## src/rtl/wt_8b_pkg.sv

```systemverilog
//------------------------------------------------------------------------------
// Module  : wt_8b_pkg
// Brief   : Width constants shared by the 8x8 Wallace-tree multiplier.
// Revision: 1.0
//------------------------------------------------------------------------------
`default_nettype none

package wt_8b_pkg;
  localparam int OP_W   = 8;
  localparam int PROD_W = 16;
endpackage

`default_nettype wire

```

## src/rtl/wt_8b_full_adder.sv

```systemverilog
//------------------------------------------------------------------------------
// Module  : full_adder
// Brief   : Single-bit 3:2 compressor used for every carry-save cell.
// Revision: 1.0
//------------------------------------------------------------------------------
`default_nettype none

module full_adder (
  input  logic a,
  input  logic b,
  input  logic cin,
  output logic sum,
  output logic cout
);

  assign sum  = a ^ b ^ cin;
  assign cout = (a & b) | (a & cin) | (b & cin);

endmodule

`default_nettype wire

```

## src/rtl/wt_8b.sv

```systemverilog
//------------------------------------------------------------------------------
// Module  : wt_8b
// Brief   : 8x8 unsigned Wallace-tree multiplier, product registered once.
// Revision: 1.0
//------------------------------------------------------------------------------
`default_nettype none

module wt_8b
  import wt_8b_pkg::*;
(
  input  logic              clk,
  input  logic              rst_n,
  input  logic [OP_W-1:0]   in0,
  input  logic [OP_W-1:0]   in1,
  output logic [PROD_W-1:0] out0
);

  logic [PROD_W-1:0] w_pp [8];
  logic [PROD_W-1:0] w_s1 [6];
  logic [PROD_W-1:0] w_s2 [4];
  logic [PROD_W-1:0] w_s3 [3];
  logic [PROD_W-1:0] w_s4 [2];
  logic [PROD_W-1:0] out0_d;
  logic [PROD_W-1:0] out0_q;

  for (genvar i = 0; i < OP_W; i++) begin : g_pp
    assign w_pp[i] = {{(PROD_W-OP_W){1'b0}}, in0 & {OP_W{in1[i]}}} << i;
  end

  // Rows are reduced in triples; the carry out of the top column always
  // lands above bit 15 and is never needed since the product fits 16 bits.
  for (genvar g = 0; g < 2; g++) begin : g_s1
    logic [PROD_W-1:0] sum;
    logic [PROD_W-2:0] cy;
    for (genvar k = 0; k < PROD_W; k++) begin : g_col
      if (k < PROD_W-1) begin : g_fa
        full_adder u_fa (
          .a    (w_pp[3*g][k]),
          .b    (w_pp[3*g+1][k]),
          .cin  (w_pp[3*g+2][k]),
          .sum  (sum[k]),
          .cout (cy[k])
        );
      end else begin : g_msb
        assign sum[k] = w_pp[3*g][k] ^ w_pp[3*g+1][k] ^ w_pp[3*g+2][k];
      end
    end
    assign w_s1[2*g]   = sum;
    assign w_s1[2*g+1] = {cy, 1'b0};
  end
  assign w_s1[4] = w_pp[6];
  assign w_s1[5] = w_pp[7];

  for (genvar g = 0; g < 2; g++) begin : g_s2
    logic [PROD_W-1:0] sum;
    logic [PROD_W-2:0] cy;
    for (genvar k = 0; k < PROD_W; k++) begin : g_col
      if (k < PROD_W-1) begin : g_fa
        full_adder u_fa (
          .a    (w_s1[3*g][k]),
          .b    (w_s1[3*g+1][k]),
          .cin  (w_s1[3*g+2][k]),
          .sum  (sum[k]),
          .cout (cy[k])
        );
      end else begin : g_msb
        assign sum[k] = w_s1[3*g][k] ^ w_s1[3*g+1][k] ^ w_s1[3*g+2][k];
      end
    end
    assign w_s2[2*g]   = sum;
    assign w_s2[2*g+1] = {cy, 1'b0};
  end

  for (genvar g = 0; g < 1; g++) begin : g_s3
    logic [PROD_W-1:0] sum;
    logic [PROD_W-2:0] cy;
    for (genvar k = 0; k < PROD_W; k++) begin : g_col
      if (k < PROD_W-1) begin : g_fa
        full_adder u_fa (
          .a    (w_s2[3*g][k]),
          .b    (w_s2[3*g+1][k]),
          .cin  (w_s2[3*g+2][k]),
          .sum  (sum[k]),
          .cout (cy[k])
        );
      end else begin : g_msb
        assign sum[k] = w_s2[3*g][k] ^ w_s2[3*g+1][k] ^ w_s2[3*g+2][k];
      end
    end
    assign w_s3[2*g]   = sum;
    assign w_s3[2*g+1] = {cy, 1'b0};
  end
  assign w_s3[2] = w_s2[3];

  for (genvar g = 0; g < 1; g++) begin : g_s4
    logic [PROD_W-1:0] sum;
    logic [PROD_W-2:0] cy;
    for (genvar k = 0; k < PROD_W; k++) begin : g_col
      if (k < PROD_W-1) begin : g_fa
        full_adder u_fa (
          .a    (w_s3[3*g][k]),
          .b    (w_s3[3*g+1][k]),
          .cin  (w_s3[3*g+2][k]),
          .sum  (sum[k]),
          .cout (cy[k])
        );
      end else begin : g_msb
        assign sum[k] = w_s3[3*g][k] ^ w_s3[3*g+1][k] ^ w_s3[3*g+2][k];
      end
    end
    assign w_s4[2*g]   = sum;
    assign w_s4[2*g+1] = {cy, 1'b0};
  end

  always_comb begin
    out0_d = w_s4[0] + w_s4[1];
  end

  always_ff @(posedge clk or negedge rst_n) begin
    if (!rst_n) begin
      out0_q <= '0;
    end else begin
      out0_q <= out0_d;
    end
  end

  assign out0 = out0_q;

endmodule

`default_nettype wire

```

## config.mk

```make
export PLATFORM = sky130hd
export DESIGN_NAME = wt_8b
export DESIGN_NICKNAME = d
export VERILOG_FILES = /design/src/rtl/wt_8b_pkg.sv /design/src/rtl/wt_8b_full_adder.sv /design/src/rtl/wt_8b.sv
export SDC_FILE = /design/constraint.sdc
export NUM_CORES = 1
export LEC_CHECK = 0
export BUFFER_PORTS_ARGS = -buffer_cell sky130_fd_sc_hd__buf_2
export CAP_MARGIN = 20
export CORE_MARGIN = 2
export CORE_UTILIZATION = 34
export CTS_BUF_LIST = sky130_fd_sc_hd__clkbuf_2 sky130_fd_sc_hd__clkbuf_4 sky130_fd_sc_hd__clkbuf_8
export DETAILED_ROUTE_END_ITERATION = 10
export PLACE_DENSITY_LB_ADDON = 0.12
export SETUP_SLACK_MARGIN = 0.05
export SLEW_MARGIN = 20
export SYNTH_ARGS = -nofsm -noshare
export SYNTH_HDL_FRONTEND = slang
export SYNTH_SLANG_ARGS = --single-unit
```

## constraint.sdc

```tcl
create_clock -name clk -period 0.8 [get_ports clk]
set_input_delay 0.08 -clock clk [delete_from_list [all_inputs] [get_ports clk]]
set_output_delay 0.08 -clock clk [all_outputs]
set_load 0.005 [all_outputs]
```

# Word level (Yosys, flattened, before mapping)
# Cells that the tools add are included.
dict set report word_totals {
  output_inout_bits 16
  regBits 16
  input_bits 18
}
dict set report op_classes {
  bitwise_logic 304
  add_sub_neg 1
}
# operator count
set ops {}
lappend ops {{$and 1x1->1} 129}
lappend ops {{$xor 1x1->1} 91}
lappend ops {{$or 1x1->1} 76}
lappend ops {{$and 8x8->8} 8}
lappend ops {{$add 15x16->16} 1}

# Logic depth before layout (Yosys ltp)
dict set report depth {
  ltp_word 14
  ltp_mapped 15
  depth_no_buf 15
}

# Cells and area by module
# Synthesis repeated with hierarchy kept, for this count alone.
dict set report hier_totals {
  hier_cells 248
  hier_area_um2 3239.4
}
# module cells_each area_each_um2 instances
set modules_own_cells {}
lappend modules_own_cells {full_adder 1 20.0 90}
lappend modules_own_cells {wt_8b 158 1437.6 1}

# Worst setup path after synthesis
# OpenSTA, ideal clock, no wires.
dict set report synth_timing {
  path_kind {input-to-reg}
  startpoint {in in0[4]}
  endpoint {reg out0_q[14], in the netlist out0[14]}
  n_path_buf 1
  required_ps 720
  arrival_ps 3654
  slack_ps -2934
  cell_stages 15
  cell_sequence {clkbuf_1 nand2_1 fa_1 fa_1 inv_1 fa_1 inv_1 fa_1 inv_1 ha_1 and3_1 a211oi_2 nand2b_2 a31oi_2 xnor2_1}
}
dict set report synth_between {
  elab_chain_cells 14
  elab_cells_between_ends 198
  classes_between {add/sub: 1; bitwise: 197}
}
# item line
set synth_rtl {}
lappend synth_rtl {{start, declared} wt_8b.sv:13} ;# input logic [OP_W-1:0] in0,
lappend synth_rtl {{$and 8x8->8} wt_8b.sv:27} ;# assign w_pp[i] = {{(PROD_W-OP_W){1'b0}}, in0 & {OP_W{in1[i]}}} << i;
lappend synth_rtl {{$and 1x1->1} wt_8b_full_adder.sv:17} ;# assign cout = (a & b) | (a & cin) | (b & cin);
lappend synth_rtl {{$or 1x1->1 (2 in a row)} wt_8b_full_adder.sv:17}
lappend synth_rtl {{$and 1x1->1} wt_8b_full_adder.sv:17}
lappend synth_rtl {{$or 1x1->1 (2 in a row)} wt_8b_full_adder.sv:17}
lappend synth_rtl {{$and 1x1->1} wt_8b_full_adder.sv:17}
lappend synth_rtl {{$or 1x1->1 (2 in a row)} wt_8b_full_adder.sv:17}
lappend synth_rtl {{$and 1x1->1} wt_8b_full_adder.sv:17}
lappend synth_rtl {{$or 1x1->1 (2 in a row)} wt_8b_full_adder.sv:17}
lappend synth_rtl {{$add 15x16->16 (*)} wt_8b.sv:116} ;# out0_d = w_s4[0] + w_s4[1];
lappend synth_rtl {{net out0_d[14]} wt_8b.sv:23} ;# logic [PROD_W-1:0] out0_d;
lappend synth_rtl {{end signal, assigned} wt_8b.sv:123} ;# out0_q <= out0_d;
lappend synth_rtl {{end, declared} wt_8b.sv:24} ;# logic [PROD_W-1:0] out0_q;
# The timed path passes the listed nets; every way through them passes the cells marked *.

# Worst setup path in the final report
dict set report layout_timing {
  startpoint {in in1[3]}
  endpoint {reg out0_q[15], in the netlist out0[15]}
}
dict set report layout_between {
  elab_chain_cells 13
  elab_cells_between_ends 203
  classes_between {add/sub: 1; bitwise: 202}
}
# item line
set layout_rtl {}
lappend layout_rtl {{start, declared} wt_8b.sv:14} ;# input logic [OP_W-1:0] in1,
lappend layout_rtl {{$and 8x8->8 (*)} wt_8b.sv:27}
lappend layout_rtl {{$xor 1x1->1 / $and 1x1->1 (equally long branches)} {wt_8b_full_adder.sv:16, wt_8b_full_adder.sv:17}}
lappend layout_rtl {{$xor 1x1->1 / $or 1x1->1 (equally long branches)} {wt_8b_full_adder.sv:16, wt_8b_full_adder.sv:17}}
lappend layout_rtl {{$and 1x1->1 / $or 1x1->1 (equally long branches)} wt_8b_full_adder.sv:17}
lappend layout_rtl {{$or 1x1->1 / $xor 1x1->1 (equally long branches) (2 in a row)} {wt_8b_full_adder.sv:17, wt_8b_full_adder.sv:16}}
lappend layout_rtl {{$and 1x1->1} wt_8b_full_adder.sv:17}
lappend layout_rtl {{$or 1x1->1 (2 in a row)} wt_8b_full_adder.sv:17}
lappend layout_rtl {{$and 1x1->1} wt_8b_full_adder.sv:17}
lappend layout_rtl {{$or 1x1->1 (2 in a row)} wt_8b_full_adder.sv:17}
lappend layout_rtl {{$add 15x16->16 (*)} wt_8b.sv:116}
lappend layout_rtl {{net out0_d[15]} wt_8b.sv:23}
# Marked as above.

==> implementation parameters <==
Parameter                              Value

Synth
  Share of synthesized cell area in and, or, nand and nor gates    17.67%
  Most instantiated cells after synthesis    sky130_fd_sc_hd__inv_1, sky130_fd_sc_hd__nand2_1, sky130_fd_sc_hd__fa_1
  Net Count, Synth    313
  Mean Syn Cell Area    9.750 sq um
  Library cell with the largest summed area after synthesis    sky130_fd_sc_hd__fa_1
  Compound-Gate Fraction of Synth Area    about 4.7%
  Mux share of post-synthesis cell area    0%
  Most common cell in the synthesized netlist    sky130_fd_sc_hd__inv_1
  Post-synth EDFFs    0
  Syn. warnings    0
  Dominant register cell in the synthesized netlist    sky130_fd_sc_hd__dfrtp_1
  Gate count after technology mapping    ~230
  Fraction of synthesized cell area taken by the top area cell type    34.67%
  Sequential fraction of the synthesis area    approximately 18%
  XOR/XNOR Fraction of Synth Area    3.500%
  Ys async rst share    100.0%
  Largest cells by area after synthesis    sky130_fd_sc_hd__fa_1, sky130_fd_sc_hd__dfrtp_1, sky130_fd_sc_hd__ha_1
  Adder-cell share of the synthesized area    48.56%
  Yosys reg bits    16
  Dominant combinational cell family by area after synthesis    adder cells
  Distinct cells, synth    27
  Syn Std Cell Area    2252 sq um

Layout
  Layout net count    a little under 400
  Antenna cells    0
  Proportion of layout cells with a drive suffix above 1    43.73%
  Number of flip-flops in the largest register    16
  Fill cell total of the finished layout    just under 600
  Area growth syn-to-layout    48.28%

Place
  Post-placement setup slack    -2.850 ns
  Final GP Congestion    ~0.80
  Detail Placement HPWL    4005 um
  Input/output buffers    33

Timing
  Min Clock Period, post-route    3.309 ns
  Timing-limited maximum frequency    around 300 MHz
  Worst slew margin    74.72%
  Slew Limit Fails    0
  Slew at the pin with the worst max-slew slack    approximately 0.38 ns
  Final Cycle Share    413.6%
  Hold Vio Cnt, Final    0
  Number of endpoints failing setup at the final stage    27
  Setup repair after global routing missed its margin    true
  Final worst slack    -2.509 ns
  Worst hold slack across all endpoints    0.07652 ns

Floorplanning
  Height of the die    85.39 um
  Initial standard-cell utilization of the core    between 30% and 40%
  Number of rows in the core area    29
  Overall die width    roughly 85 um
  I/O pin total    34
  Die footprint    ~7300 sq um
  Floorplan Core Area    6386 sq um

Setup path
  Cell Chain, Critical Path    buf_12 > and2_4 > fa_1 > inv_1 > fa_1 > inv_1 > fa_1 > ha_4 > ha_4 > inv_2 > fa_2 > nor2b_1 > o21a_1 > a31o_4 > o221ai_2 > xnor2_1
  Standard cell with the maximum stage delay on the critical path    sky130_fd_sc_hd__fa_1
  Required time of the critical path    just over 0.9 ns
  Buffer and inverter count on the worst path    4
  Worst setup path end    out0[15]
  Cell mode on critical path    sky130_fd_sc_hd__fa_1
  Launching instance or port of the critical path    in1[3]
  Arrival time reported for the critical path endpoint    ~3.4 ns
  CP top delay family    adder cells
  Crit. path cell count    16
  Critical Path Sink Type    flip-flop
  Critical Path Source Type    input pin
  Highest cell delay on the worst timing path    0.53 ns
  Critical path class    input pin to flip-flop
  Critical Path Fanout Max    7

Detailed routing
  DRT Pass-1 Iters    4
  Total wire length    4775 um
  Overall via count from detail_route    1,738
  Iter 0 DRT Violations    35
  Antenna Violating Nets Remaining    0
  Detailed-route wire length per cell    12.31 um
  DRC violations left    0
  Via count normalized by instance count    around 4.5

Global route
  Initial antenna violation count    0
  GRT overflow    0
  All-layer global routing usage    14.57%
  Largest net degree at the start of global routing    17
  Via count of the first global-routing pass    1,828
  First-pass GRT wire length    roughly 8400 um

Clock tree
  # clock sinks    16
  Total clock buffers created by CTS    3
  Clock tree from TritonCTS    built
  Clock tree root driver cell    sky130_fd_sc_hd__clkbuf_8
  CTS H-tree lvls    1
  Register clock-pin slew on the reported worst setup and hold paths    ~0.070 ns
  Maximum clock insertion buffer count    2

Run status
  Violated checks    setup timing
  Status    finished with violations

Flow run
  Max-capacitance violation count    0

Pwr
  Leakage power    between 1.5 and 2 nW
  Pwr dens    2378 nW/um^2
  Worst voltage drop across the vdd grid    ~1600 uV

Worst hold path
  Startpoint of the most critical hold path    in1[0]
  Tightest Hold Check Type    input pin to flip-flop
## stage by stage
stage	instances	util, %	cell area [sq um]	setup TNS, ns	total power [mW]
2_1_floorplan	231	-	2366	-27.78	4.523
3_5_place_dp	379	45.34	2895	-31.69	6.382
3_3_place_gp	379	45.34	2895	-31.73	6.379
4_1_cts	390	51.39	3282	-27.46	8.090
6_report	388	52.29	3339	-26.58	7.940
5_1_grt	388	52.29	3339	-27.97	8.776
## worst min-delay path by stage
stage	endpoint	cells after the start
final	out0[0]	2
after global routing	out0[0]	2
after CTS	out0[0]	2
after detailed placement	out0[10]	1
after global placement	out0[8]	1
after floorplan	out0[0]	0
## routing by layer
layer	vias up	wire length (um)	GRT usage (%)
li1	864	-	-
met1	849	2178	20.01
met2	21	2447	24.86
met3	4	90	1.167
met4	0	58	3.896
met5	-	0	0
## cell type report
cell class	instances	area (sq um)	area share, %
Sequential cell	16	400.4	11.99
Tap cell	77	96.34	2.885
Multi-Input combinational cell	168	1954	58.52
Timing Repair Buffer	77	660.6	19.78
Clock buffer	4	55.05	1.649
Inverter	46	172.7	5.170
## cells by family (layout without fill, tap and decap cells)
group,count (synthesis),count (layout)
fa+ha+maj,64,64
compound gates,13,13
simple gates,82,82
xor+xnor,9,9
buf+inv,47,127
flops,16,16
## placed cells by master, fill, tap and decap left out, types with 3 or more instances in the layout
| cell | netlist | final |
|---|---|---|
| sky130_fd_sc_hd__or3_1 | 3 | 3 |
| sky130_fd_sc_hd__xnor2_1 | 7 | 6 |
| sky130_fd_sc_hd__buf_2 | 0 | 21 |
| sky130_fd_sc_hd__buf_8 | 0 | 4 |
| sky130_fd_sc_hd__inv_2 | 0 | 8 |
| sky130_fd_sc_hd__buf_12 | 0 | 4 |
| sky130_fd_sc_hd__and2_4 | 0 | 7 |
| sky130_fd_sc_hd__fa_2 | 0 | 7 |
| sky130_fd_sc_hd__dfrtp_1 | 16 | 16 |
| sky130_fd_sc_hd__ha_4 | 0 | 9 |
| sky130_fd_sc_hd__buf_4 | 0 | 33 |
| sky130_fd_sc_hd__inv_1 | 46 | 38 |
| sky130_fd_sc_hd__fa_1 | 39 | 32 |
| sky130_fd_sc_hd__buf_6 | 0 | 14 |
| sky130_fd_sc_hd__and2_1 | 24 | 17 |
| sky130_fd_sc_hd__nand2_1 | 43 | 30 |
| sky130_fd_sc_hd__ha_1 | 25 | 16 |
| sky130_fd_sc_hd__clkbuf_8 | 0 | 4 |
| sky130_fd_sc_hd__nand2_4 | 0 | 4 |
| sky130_fd_sc_hd__nand2_2 | 0 | 8 |
## power by group
| group | switching, mW | internal [mW] |
|---|---|---|
| clock | 0.300 | 0.437 |
| sequential | 0.0664 | 1.16 |
| combinational | 2.73 | 3.25 |
| total | 3.09 | 4.85 |
## timing repair
item | 4_1_cts | 5_1_grt
resized for setup | 69 | 24
hold buffers | 1 | 0
endpoints found under the hold margin | 16 | 0
pin swaps | 37 | 17
buffers inserted | 7 | 1
endpoints found under the setup margin | 30 | 30
Power figures use the tool's default switching activity.
